==> src/rtl/mimic_mem_pkg.sv <==
// Shared types and helpers for the handshaked memory mimic.
package mimic_mem_pkg;

    // Transaction FSM states.
    typedef enum logic [1:0] {
        ST_IDLE = 2'd0,
        ST_BUSY = 2'd1,
        ST_RESP = 2'd2
    } state_e;

    // Number of byte lanes in a word.
    function automatic int calc_nbytes(input int data_w);
        return data_w / 8;
    endfunction

    // Number of low byte-offset address bits ignored by the word index.
    function automatic int calc_off(input int data_w);
        return $clog2(data_w / 8);
    endfunction

    // Number of stored words.
    function automatic int calc_depth(input int depth_log2);
        return 2 ** depth_log2;
    endfunction

    // Width of the latency wait counter.
    function automatic int calc_cnt_w(input int latency);
        return $clog2(latency) + 1;
    endfunction

    // True when any address bit in [lo, hi) is set, i.e. the byte address
    // lies outside the storage window whose top bit is lo-1.
    function automatic logic window_err(input logic [63:0] addr,
                                        input int          lo,
                                        input int          hi);
        logic err;
        err = 1'b0;
        for (int i = 0; i < 64; i++) begin
            if (i >= lo && i < hi && addr[i]) begin
                err = 1'b1;
            end
        end
        return err;
    endfunction

endpackage

==> src/rtl/mimic_mem_hs_array.sv <==
// Word storage with per-byte-lane write enables. The read word is presented
// combinationally from the addressed entry, so whoever samples it on the same
// edge as a write sees the pre-write contents (read-first). No reset.
module mimic_mem_hs_array
    import mimic_mem_pkg::*;
#(
    parameter int NBYTES     = 4,
    parameter int DEPTH_LOG2 = 3
) (
    input  logic                    clk,
    input  logic [NBYTES-1:0]       wr_be,
    input  logic [DEPTH_LOG2-1:0]   addr,
    input  logic [NBYTES*8-1:0]     wdata,
    output logic [NBYTES*8-1:0]     rdata
);

    localparam int DEPTH = calc_depth(DEPTH_LOG2);

    logic [NBYTES-1:0][7:0] mem_q [DEPTH];

    // Per-lane write: only lanes with their enable set are updated.
    always_ff @(posedge clk) begin
        for (int i = 0; i < NBYTES; i++) begin
            if (wr_be[i]) begin
                mem_q[addr][i] <= wdata[i*8 +: 8];
            end
        end
    end

    assign rdata = mem_q[addr];

endmodule

==> src/rtl/mimic_mem_hs.sv <==
// Handshaked memory mimic: word-wide storage with byte enables, one
// outstanding transaction and a programmable response latency.
//
// Handshake: a request transfers on a rising edge where req_valid and
// req_ready are both 1. The requester must hold all req_* fields stable from
// raising req_valid until that edge; fields are only sampled at it. The
// response side has no backpressure: rsp_valid is a single-cycle pulse and
// rsp_rdata/rsp_err stay put until the next pulse.
module mimic_mem_hs
    import mimic_mem_pkg::*;
#(
    parameter int DATA_W     = 32,
    parameter int ADDR_W     = 13,
    parameter int DEPTH_LOG2 = 3,
    parameter int LATENCY    = 1,
    parameter int STRICT     = 0
) (
    input  logic                  clka,
    input  logic                  rsta_n,
    input  logic                  req_valid,
    output logic                  req_ready,
    input  logic                  req_we,
    input  logic [DATA_W/8-1:0]   req_be,
    input  logic [ADDR_W-1:0]     req_addr,
    input  logic [DATA_W-1:0]     req_wdata,
    output logic                  rsp_valid,
    output logic [DATA_W-1:0]     rsp_rdata,
    output logic                  rsp_err,
    output state_e                dbg_state
);

    localparam int NBYTES = calc_nbytes(DATA_W);
    localparam int OFF    = calc_off(DATA_W);
    localparam int CNT_W  = calc_cnt_w(LATENCY);
    // Counter preload for the BUSY phase; unused when LATENCY is 1.
    localparam logic [CNT_W-1:0] CNT_INIT = CNT_W'((LATENCY > 1) ? (LATENCY - 2) : 0);

    state_e              state_q, state_d;
    logic [CNT_W-1:0]    cnt_q, cnt_d;
    logic                rsp_valid_q, rsp_valid_d;
    logic [DATA_W-1:0]   rsp_rdata_q, rsp_rdata_d;
    logic                rsp_err_q, rsp_err_d;
    logic [DATA_W-1:0]   pend_rdata_q, pend_rdata_d;
    logic                pend_err_q, pend_err_d;

    logic                   accept;
    logic                   err_now;
    logic [DEPTH_LOG2-1:0]  word_idx;
    logic [NBYTES-1:0]      wr_be;
    logic [DATA_W-1:0]      rd_word;

    // Ready in IDLE and RESP; never while reset is held.
    assign req_ready = rsta_n && (state_q != ST_BUSY);
    assign accept    = req_valid && req_ready;

    // Upper address bits alias unless strict window checking is enabled.
    assign word_idx = req_addr[OFF+DEPTH_LOG2-1 -: DEPTH_LOG2];
    assign err_now  = (STRICT != 0) && window_err(64'(req_addr), OFF + DEPTH_LOG2, ADDR_W);

    // A write commits at the accept edge, unless it falls outside the window.
    assign wr_be = (accept && req_we && !err_now) ? req_be : '0;

    mimic_mem_hs_array #(
        .NBYTES     (NBYTES),
        .DEPTH_LOG2 (DEPTH_LOG2)
    ) u_array (
        .clk   (clka),
        .wr_be (wr_be),
        .addr  (word_idx),
        .wdata (req_wdata),
        .rdata (rd_word)
    );

    // Next-state and response-register computation for the transaction FSM.
    always_comb begin
        state_d      = state_q;
        cnt_d        = cnt_q;
        rsp_valid_d  = 1'b0;
        rsp_rdata_d  = rsp_rdata_q;
        rsp_err_d    = rsp_err_q;
        pend_rdata_d = pend_rdata_q;
        pend_err_d   = pend_err_q;

        case (state_q)
            ST_IDLE, ST_RESP: begin
                if (accept) begin
                    if (LATENCY == 1) begin
                        state_d     = ST_RESP;
                        rsp_valid_d = 1'b1;
                        rsp_rdata_d = rd_word;
                        rsp_err_d   = err_now;
                    end else begin
                        // Park the read-first word until the response is due.
                        state_d      = ST_BUSY;
                        cnt_d        = CNT_INIT;
                        pend_rdata_d = rd_word;
                        pend_err_d   = err_now;
                    end
                end else begin
                    state_d = ST_IDLE;
                end
            end
            ST_BUSY: begin
                if (cnt_q == '0) begin
                    state_d     = ST_RESP;
                    rsp_valid_d = 1'b1;
                    rsp_rdata_d = pend_rdata_q;
                    rsp_err_d   = pend_err_q;
                end else begin
                    cnt_d = cnt_q - 1'b1;
                end
            end
            default: begin
                state_d = ST_IDLE;
            end
        endcase
    end

    // State, counter and response registers; reset drops any pending response.
    always_ff @(posedge clka) begin
        if (!rsta_n) begin
            state_q      <= ST_IDLE;
            cnt_q        <= '0;
            rsp_valid_q  <= 1'b0;
            rsp_rdata_q  <= '0;
            rsp_err_q    <= 1'b0;
            pend_rdata_q <= '0;
            pend_err_q   <= 1'b0;
        end else begin
            state_q      <= state_d;
            cnt_q        <= cnt_d;
            rsp_valid_q  <= rsp_valid_d;
            rsp_rdata_q  <= rsp_rdata_d;
            rsp_err_q    <= rsp_err_d;
            pend_rdata_q <= pend_rdata_d;
            pend_err_q   <= pend_err_d;
        end
    end

    assign rsp_valid = rsp_valid_q;
    assign rsp_rdata = rsp_rdata_q;
    assign rsp_err   = rsp_err_q;
    assign dbg_state = state_q;

endmodule

==> config.mk <==
export PLATFORM = sky130hd
export DESIGN_NAME = mimic_mem_hs
export DESIGN_NICKNAME = d
export VERILOG_FILES = /design/src/rtl/mimic_mem_pkg.sv /design/src/rtl/mimic_mem_hs_array.sv /design/src/rtl/mimic_mem_hs.sv
export SDC_FILE = /design/constraint.sdc
export NUM_CORES = 1
export LEC_CHECK = 0
export ABC_CLOCK_PERIOD_IN_PS = 1900
export BUFFER_PORTS_ARGS = -buffer_cell sky130_fd_sc_hd__buf_2
export CAP_MARGIN = 0
export CORE_AREA = 2 2 170 172
export DETAILED_ROUTE_END_ITERATION = 10
export DIE_AREA = 0 0 172 174
export GPL_TIMING_DRIVEN = 0
export HOLD_SLACK_MARGIN = 0.02
export PLACE_DENSITY = 0.67
export SETUP_SLACK_MARGIN = 0.2
export SKIP_CTS_REPAIR_TIMING = 1
export SLEW_MARGIN = 25
export SYNTH_ARGS = -nofsm -noshare
export SYNTH_HDL_FRONTEND = slang
export SYNTH_SLANG_ARGS = --single-unit
==> constraint.sdc <==
create_clock -name clka -period 1.9 [get_ports clka]
set_input_delay 0.19 -clock clka [delete_from_list [all_inputs] [get_ports clka]]
set_output_delay 0.19 -clock clka [all_outputs]
set_load 0.01 [all_outputs]
Word level (Yosys, flattened, before mapping):

Memories as Yosys holds them, arrays and structs flattened.
Index checks and enable logic that the tools add are counted.

* memories: 1
* logic and storage cells: 41
* bits in writable memories: 256
* flip-flop bits (word level): 37
* input bits: 53

Memories
* u_array.mem_q: words 8, width 32, rd ports 1, clocked after memory_dff 0, write ports 1, RTL line mimic_mem_hs_array.sv:19 `logic [NBYTES-1:0][7:0] mem_q [DEPTH];`

* reductions and logical operators: 7
* mux-type cells: 22
* equal/unequal tests: 5
* add/subtract/negate cells: 1

Operators with widths (number)
* two-way mux 32 bit: 2
* one-hot mux 32 bit (2 select lines): 1
* two-way mux 1 bit: 13
* two-way mux 2 bit: 2
* two-way mux 4 bit: 1
* != test 2 bit (second input constant): 2
* one-hot mux 1 bit (2 select lines): 2
* one-hot mux 2 bit (2 select lines): 1
* logical AND 1 bit: 3
* AND reduction 3 bit: 1
* equality test 2 x 1 -> 1 bit (second input constant): 1
* equality test 2 bit (second input constant): 1
* zero test 2 bit: 1
* != test 2 x 1 -> 1 bit (second input constant): 1
* nonzero test 2 bit: 1
* OR reduction 2 bit: 1
* subtractor 1 bit (second input constant): 1

Logic depth before layout (Yosys ltp):

Gate-level depths: netlist of run 1.

* depth in word-level cells: 7
* depth in mapped cells: 7
* mapped depth without buffers: 4

Cells and area by module:

Synthesis of run 1 repeated with hierarchy kept, for this count alone.

* cells, all modules: 543
* area, all modules: 11359.6 µm²

By module, submodules not included
* mimic_mem_hs_array: sequential area each 7687.4 µm², area each 10023.4 µm², cells each 428, times used 1
* mimic_mem_hs: sequential area each 660.6 µm², area each 1336.3 µm², cells each 115, times used 1

Worst setup path before layout of run 1:

OpenSTA, ideal clock, no wires.

* path kind: input to register
* start: input req_addr[4]
* end: memory u_array.mem_q[1][16] in the netlist's numbering (enable)
* path buffers: 4
* setup time: 0.383 ns
* stages on the path: 5
* setup slack: 0.048 ns
* arrival time: 1.468 ns
* cell sequence: buf_6 buf_4 buf_2 buf_2 nor3_1

RTL lines
* start: declaration: RTL line mimic_mem_hs.sv:24 `input logic [ADDR_W-1:0] req_addr,`
* end: declaration: RTL line mimic_mem_hs_array.sv:19

Straight into the memory's write port.

Worst setup path in the final report of run 1:

* start: input req_addr[4]
* end: memory u_array.mem_q[3][12] in the netlist's numbering (enable)

Straight into the memory's write port.

==> metrics.txt, run 1 <==
area grow syn2layout 23.6%; minimum clock period 1.85 ns; design area 0.0137 sq mm; pin count of the biggest net entering global routing 16; initial antenna violation count 0; ys flop type edfxtp_1; num ports 90; die area 0.0299 sq mm; multi-input combinational cell area 0.00261 sq mm; Clock Sink Count 289; CP Capture Type register; Mapped Avg Cell Area 17.0 sq um; DRC viols 0; worst-margin pin slew 0.949 ns; CP required 2.07 ns; PwrDens 1010 mW/mm^2; DRT Wirelength 30,400 um; f_max 0.540 GHz; Clock Root Buffer clkbuf_16; Inst Count DP 1,113; number of port buffers 76; row count 62; Synthesis Warnings 0; Post-synth EDFFs 256; Hold Path Class in2reg; Clock Skew 0.0138 ns; Max VDD drop 0.000580 V; Final period util 0.974; Final HPWL DP 18,900 um; Placed Area 0.0120 sq mm; share of layout cells above drive strength 1 0.288; post-synth cell types 45; Reg clk slew, reported paths 0.06 ns; # nets final 856; post-synthesis cell area 0.0111 sq mm; fill cell count 2,411; Yosys reg bits 289; flip-flop and latch area 0.00835 sq mm; Vias 6,789; vias in the first global route 6,448; CP startpoint kind primary input; htree depth 1; RePlAce Congestion 0.882; Final Hold Viols 0; CP max FO 10; global-route wire length before repair 42,300 um; gr usage total 0.198; sequential fraction of the synthesis area 0.755; Switch Pwr 2.89 mW; antenna cells 0; wire per inst 25.2 um; effective utilization at floorplan 0.392; Post-synth ARST share 0; Cells after Synth 650; GRT overflow 0; drt initial violations 994; CP Class in2reg; max_cap viols 0; RSZ-0062 raised after global routing yes; Slew Viols, Final 0; ANT nets after route 0; sw frac 0.209; Die W 172 um; final cell count without fillers 1,207; TNS Setup 0 ns; worst skew pair latency 0.53 ns; Slew headroom 0.368; Die H 174 um; final setup fails 0; outcome complete, no violations; Leak 4.69 nW; CTS tree done; Vias/cell 5.62; Worst Path Arrival 2.02 ns; internal cell power 11.0 mW; Clock Power Share 0.426; sequential share of power 0.508; Core ar. 0.0282 sq mm; Max clock buf depth 3; Pre-antenna DRT Iters 5; Comb power frac 0.066; TritonCTS Buffers 27
## cell usage in the layout, fill, tap and decap left out, types with 6 or more instances in the layout
cell type      instances
buf_6                  6
a21oi_1               12
mux2i_1               51
mux4_2                 6
clkbuf_16             27
edfxtp_1             256
mux2_2                 9
o2bb2ai_1              6
o22ai_1               11
buf_12                11
dlygate4sd3_1         32
buf_4                 17
a221o_1               10
a22oi_1               28
o21ai_0               21
o221a_2               10
dfxtp_1               33
o221ai_1              23
nor2_1                16
bufinv_16              7
clkbuf_1              16
a221oi_1               8
nor2_4                17
buf_2                 84
a22o_1                11
nor2_2                11
nand2_1               12
## cell type report
cell class,count,share of cell area
Buffer,48,0.0215
Clock buffer,34,0.0528
Clock inverter,15,0.0182
Inverter,4,0.00110
Multi-Input combinational cell,310,0.191
Sequential cell,289,0.611
Tap cell,384,0.0352
Timing Repair Buffer,123,0.0696
## kinds of logic after synthesis
kind of cell	synth area share
flops	0.755
buf+inv	0.0267
compound gates	0.107
other cells	0.000339
simple gates	0.0339
mux	0.0774
## path summary, 6_finish.rpt
kind / slack (ns) / start / cells after the start / to
worst max-delay path: 0.05 / req_addr[4] / 7 / u_array.mem_q[3][12]$_DFFE_PP_
worst min-delay path: 0.07 / rsta_n / 3 / rsp_rdata[8]$_SDFFE_PN0P_
worst max register to register: 0.51 / u_array.mem_q[4][18]$_DFFE_PP_ / 4 / rsp_rdata[18]$_SDFFE_PN0P_
worst min register to register: 0.51 / rsp_rdata[24]$_SDFFE_PN0P_ / 2 / rsp_rdata[24]$_SDFFE_PN0P_
## cell usage after synthesis (all sizes together), types with 11 or more instances
library cell / count / area, sq um
a21oi: 12 / 60.1
a22o: 11 / 96.3
a22oi: 31 / 248
buf: 32 / 219
clkbuf: 16 / 61.3
dfxtp: 33 / 661
edfxtp: 256 / 7690
mux2: 17 / 210
mux2i: 51 / 510
nand2: 15 / 56.3
nor2: 44 / 168
o21ai: 21 / 105
o221a: 11 / 124
o221ai: 23 / 201
o22ai: 11 / 68.8
## metal layers
metal,vias up,global-route usage,routed length [um]
met5,-,0,0
met4,0,0.0861,1210
met3,73,0.0323,2870
met2,388,0.310,14200
met1,3405,0.273,12100
li1,2923,-,-
## per-stage QoR
| stage | power, mW | hold WS, ns | utilization | setup slack [ns] |
|---|---|---|---|---|
| CTS | 13.8 | -0.0909 | 0.458 | -0.535 |
| global route | 14.2 | 0.0684 | 0.484 | -0.00113 |
| global placement | 7.97 | 0.454 | 0.422 | -1.02 |
| finish | 13.9 | 0.0689 | 0.484 | 0.0495 |
| floorplan | 7.60 | 0.289 | - | 0.0484 |
| detailed placement | 7.99 | 0.456 | 0.423 | -1.09 |
## power groups by stage
stage	logic, mW	clock network, mW	registers [mW]
floorplan	0.411	0	7.19
global placement	0.797	0	7.17
detailed placement	0.819	0	7.17
CTS	0.822	5.93	7.04
global route	0.967	6.18	7.04
finish	0.917	5.91	7.04
## worst max-delay path: stages
cell and delay, ns:
buf_2 0.13, buf_6 0.14, buf_4 0.20, buf_4 0.24, buf_2 0.26, nand2b_1 0.31, nor2_2 0.53
## sequential cells by signal, indices dropped and copies added, names as in the netlist
name and cells:
dbg_state 1, rsp_rdata 32, u_array.mem_q 256
Power figures use the tool's default switching activity.
==> run 2, diff against run 1 <==
- CORE_AREA: 2 2 170 172 -> 2 2 239 123
- DIE_AREA: 0 0 172 174 -> 0 0 241 125
- SKIP_CTS_REPAIR_TIMING: 1 -> not set
==> run 2 against run 1 <==
Effect of this change: power fell by 6.2%; critical endpoint is now u_array.mem_q[0][16]$_DFFE_PP_; maximum frequency rose by 5.3%; utilization fell by 0.60 points; count of clock-buffer cells in the layout fell by 4; non-clock buffer count did not move; setup slack improved by 0.093 ns; flip-flop and latch count did not move; sequential power barely moved.
==> metrics.txt, run 2 (synthesis results as in run 1) <==
Placed Area 0.0120 sq mm; minimum clock period 1.76 ns; most frequent cells in the layout edfxtp_1 (256), buf_2 (84), mux2i_1 (51); crit-path cells buf_2 > buf_4 > clkbuf_2 > or3_1 > nor2_2; number of port buffers 76; CP max FO 10; multi-input combinational cell area 0.00263 sq mm; row count 44; Top delay family on crit path simple AND/OR/NAND/NOR gates; area grow syn2layout 22.3%; Die H 125 um; Worst path slowest cell or3_1; CTS tree done; Vias/cell 5.59; share of layout cells above drive strength 1 0.282; PwrDens 961 mW/mm^2; worst skew pair latency 0.54 ns; Final period util 0.925; f_max 0.569 GHz; Switch Pwr 2.95 mW; flip-flop and latch area 0.00835 sq mm; Slew Viols, Final 0; DRC viols 0; ANT nets after route 0; Die W 241 um; pin count of the biggest net entering global routing 17; CP Capture Type register; DRT Wirelength 31,400 um; Reg clk slew, reported paths 0.07 ns; Final HPWL DP 20,700 um; wire per inst 26.0 um; Clock Skew 0.0147 ns; fill cell count 2,426; RePlAce Congestion 0.893; Leak 4.60 nW; largest register by flop count u_array.mem_q; Worst Path Arrival 1.93 ns; CP required 2.07 ns; CP startpoint kind primary input; TritonCTS Buffers 25; design area 0.0135 sq mm; Slew headroom 0.382; num ports 90; Buf+Inv Stages, Crit Path 3; antenna cells 0; outcome complete, no violations; Core ar. 0.0283 sq mm; sequential share of power 0.541; Comb power frac 0.072; global-route wire length before repair 44,400 um; drt initial violations 1,010; number of flip-flops in the largest register 256; Clock Sink Count 289; Max clock buf depth 3; vias in the first global route 6,514; die area 0.0301 sq mm; gr usage total 0.208; Clock Power Share 0.387; effective utilization at floorplan 0.391; Final Hold Viols 0; # nets final 854; Max VDD drop 0.000680 V; GRT overflow 0; crit-path max cell delay 0.57 ns; most common cell after layout, fill and taps aside edfxtp_1; RSZ-0062 raised after global routing yes; CP Class in2reg; Vias 6,769; Hold Path Class in2reg; htree depth 1; Clock Root Buffer clkbuf_16; internal cell power 10.0 mW; Pre-antenna DRT Iters 5; final hold slack 0.336 ns; initial antenna violation count 0; sw frac 0.227; final setup fails 0; max_cap viols 0; worst-margin pin slew 0.927 ns
[run 2: cell types whose count changed in the layout (fill, tap and decap cells not counted), moves of 2 or more]
cell / delta
bufinv_16: -5
clkinv_1: +3
clkbuf_16: -2
clkbuf_8: -2
nor2_4: +2
nor3_2: -2
nor3_4: +2
[run 2: final cells by class]
cell class	count	share of cell area
flip-flops and latches	289	0.617
well taps	391	0.0362
inverters	4	0.00111
repair buffers	123	0.0714
multi-input cells	310	0.195
clock buffers	30	0.0476
plain buffers	48	0.0215
clock inverters	15	0.0102
[run 2: power by group through the flow]
stage | logic [mW] | clock network (mW) | registers (mW)
final | 0.937 | 5.03 | 7.03
after global routing | 0.993 | 5.31 | 7.04
after CTS | 0.916 | 5.05 | 7.03
after detailed placement | 0.830 | 0 | 7.17
after global placement | 0.816 | 0 | 7.17
after floorplan | 0.411 | 0 | 7.19
[run 2: path summary, 6_finish.rpt]
path         slack, ns                      startpoint                        endpoint  cells past startpoint
max               0.14                     req_addr[3]  u_array.mem_q[0][16]$_DFFE_PP_                      5
min               0.34                     req_addr[2]      rsp_rdata[31]$_SDFFE_PN0P_                      4
max reg2reg       0.52  u_array.mem_q[0][26]$_DFFE_PP_      rsp_rdata[26]$_SDFFE_PN0P_                      4
min reg2reg       0.51      rsp_rdata[24]$_SDFFE_PN0P_      rsp_rdata[24]$_SDFFE_PN0P_                      2
[run 2: metal layers]
layer | share of wire | track usage | vias up
met2 | 0.41 | 0.276 | 426
met5 | 0.0027 | 0.0287 | -
li1 | - | - | 2922
met1 | 0.44 | 0.317 | 3351
met3 | 0.13 | 0.0771 | 68
met4 | 0.022 | 0.0505 | 2
[run 2: timing repair]
action                                  4_1_cts  5_1_grt
setup buffers                                11        2
endpoints found under the hold margin       259        0
hold buffers                                 33        0
endpoints found under the setup margin      233      201
resized for setup                            49       12
pin swaps                                    10        2
[run 2: per-stage QoR]
stage | setup TNS, ns | utilization | worst slack (ns) | std cells | power [mW]
finish | 0 | 0.478 | 0.143 | 1210 | 13.0
global route | 0 | 0.478 | 0.0891 | 1210 | 13.3
CTS | 0 | 0.475 | 0.0779 | 1208 | 13.0
detailed placement | -177.43 | 0.423 | -1.02 | 1119 | 8.00
global placement | -186.75 | 0.422 | -0.951 | 1118 | 7.99
floorplan | 0 | - | 0.0484 | 651 | 7.60
[run 2: worst register-to-register path, stage by stage (launching register included)]
cell and delay, ns:
edfxtp_1 0.36, mux2_2 0.27, a221oi_1 0.32, or2_2 0.18, a41oi_1 0.10
==> run 3, diff against run 2 <==
- CORE_AREA: 2 2 239 123 -> 2 2 218 113
- CTS_CLUSTER_SIZE: not set -> 28
- DIE_AREA: 0 0 241 125 -> 0 0 220 115
- PLACE_DENSITY: 0.67 -> 0.76
==> run 3 against run 2 <==
Effect of this change: sequential share of layout area increased by 0.55 points; count of clock-buffer cells in the layout shrank 2; clock skew shrank 0.0098 ns; critical path depth did not move; combinational power about the same; maximum frequency down 5.5%; critical path type unchanged; largest cell class unchanged; largest power group unchanged.
==> metrics.txt, run 3 (synthesis results as in run 1) <==
CP max FO 10; Final HPWL DP 20,000 um; ANT nets after route 0; number of port buffers 76; Slew Viols, Final 0; Vias 6,915; RR Startpoint u_array.mem_q[4][26]$_DFFE_PP_; fill cell count 1,788; effective utilization at floorplan 0.472; RR Endpoint rsp_rdata[26]$_SDFFE_PN0P_; drt initial violations 1,004; row count 40; Die W 220 um; # nets final 854; CP Class in2reg; pin count of the biggest net entering global routing 18; worst-margin pin slew 0.933 ns; CTS tree done; Vias/cell 6.09; Die H 115 um; die area 0.0253 sq mm; CP startpoint kind primary input; global-route wire length before repair 43,400 um; area grow syn2layout 21.2%; minimum clock period 1.86 ns; final cell count without fillers 1,135; final setup fails 0; PwrDens 964 mW/mm^2; Worst Path Arrival 2.02 ns; TNS Setup 0 ns; Final Hold Viols 0; Core ar. 0.0234 sq mm; Placed Area 0.0119 sq mm; CP required 2.06 ns; hold worst-path end rsp_rdata[31]$_SDFFE_PN0P_; worst hold start req_addr[2]; wire per inst 27.2 um; gr usage total 0.244; Final period util 0.979; Reg clk slew, reported paths 0.07 ns; most common cell after layout, fill and taps aside edfxtp_1; Clock Skew 0.00489 ns; Max VDD drop 0.000677 V; worst reg-to-reg path cell count 4; Inst Count DP 1,044; worst skew pair latency 0.53 ns; max_cap viols 0; Clock Root Buffer clkbuf_16; Hold Path Class in2reg; CP Capture Type register; Pre-antenna DRT Iters 5; DRT Wirelength 30,900 um; RSZ-0062 raised after global routing yes; Max clock buf depth 3; f_max 0.538 GHz; share of layout cells above drive strength 1 0.286; num ports 90; htree depth 1; design area 0.0134 sq mm; most frequent cells in the layout edfxtp_1 (256), buf_2 (84), mux2i_1 (51); GRT overflow 0; DRC viols 0; Clock Sink Count 289; initial antenna violation count 1; outcome complete, no violations; vias in the first global route 6,599; RePlAce Congestion 0.930; Leak 4.61 nW; TritonCTS Buffers 24; R2R setup slack 0.45 ns; number of flip-flops in the largest register 256; Slew headroom 0.378; largest register by flop count u_array.mem_q; Hold Crit Depth 4
[run 3: cell type report]
type                       count  area [sq um]  area share
antenna                        2          5.00    0.000373
buffer                        48           290      0.0217
clock buffer                  28           647      0.0483
clock inverter                15           131     0.00980
inverter                       4          15.0     0.00112
multi-input combinational    310          2620       0.196
sequential                   289          8350       0.623
tap                          315           394      0.0294
timing repair buffer         124           951      0.0709
[run 3: per-layer routing]
metal / up-vias / part of all wire / routed length, um / global-route usage
met2: 506 / 0.41 / 12700 / 0.346
met3: 75 / 0.14 / 4430 / 0.0841
met4: 0 / 0.033 / 1000 / 0.0743
met1: 3418 / 0.41 / 12800 / 0.356
met5: - / 0 / 0 / 0
li1: 2916 / - / - / -
[run 3: worst max path at each step]
stage | from | to | cells after the start
final | req_addr[3] | u_array.mem_q[0][4]$_DFFE_PP_ | 5
after global routing | req_addr[4] | u_array.mem_q[3][4]$_DFFE_PP_ | 7
after CTS | req_addr[4] | u_array.mem_q[3][7]$_DFFE_PP_ | 7
after global placement | req_addr[4] | u_array.mem_q[1][5]$_DFFE_PP_ | 6
after detailed placement | req_addr[4] | u_array.mem_q[4][29]$_DFFE_PP_ | 7
after floorplan | req_addr[4] | u_array.mem_q[1][16]$_DFFE_PP_ | 5
[run 3: where the power goes]
group / leakage (nW) / internal, mW / switching [mW]
clock: 0.385 / 2.72 / 2.23
sequential: 2.58 / 6.99 / 0.0420
combinational: 1.64 / 0.346 / 0.594
[run 3: timing repair]
action / 4_1_cts / 5_1_grt
pin swaps: 9 / 2
endpoints found under the setup margin: 219 / 200
buffers inserted: 10 / 2
resized for setup: 52 / 7
endpoints found under the hold margin: 258 / 0
hold buffers: 34 / 0
[run 3: critical path, cell delays in order]
cell and delay (ns):
buf_2 0.14, buf_4 0.22, clkbuf_2 0.29, or3_1 0.60, nor2_2 0.57
[run 3: per-stage QoR]
step	hold WS, ns	util	worst slack, ns	total power [mW]
2_1_floorplan	0.289	-	0.0484	7.60
3_3_place_gp	0.460	0.505	-0.936	7.97
3_5_place_dp	0.461	0.507	-0.975	7.99
4_1_cts	0.318	0.570	0.143	12.9
5_1_grt	0.369	0.572	0.0342	13.2
6_report	0.356	0.572	0.0405	12.9
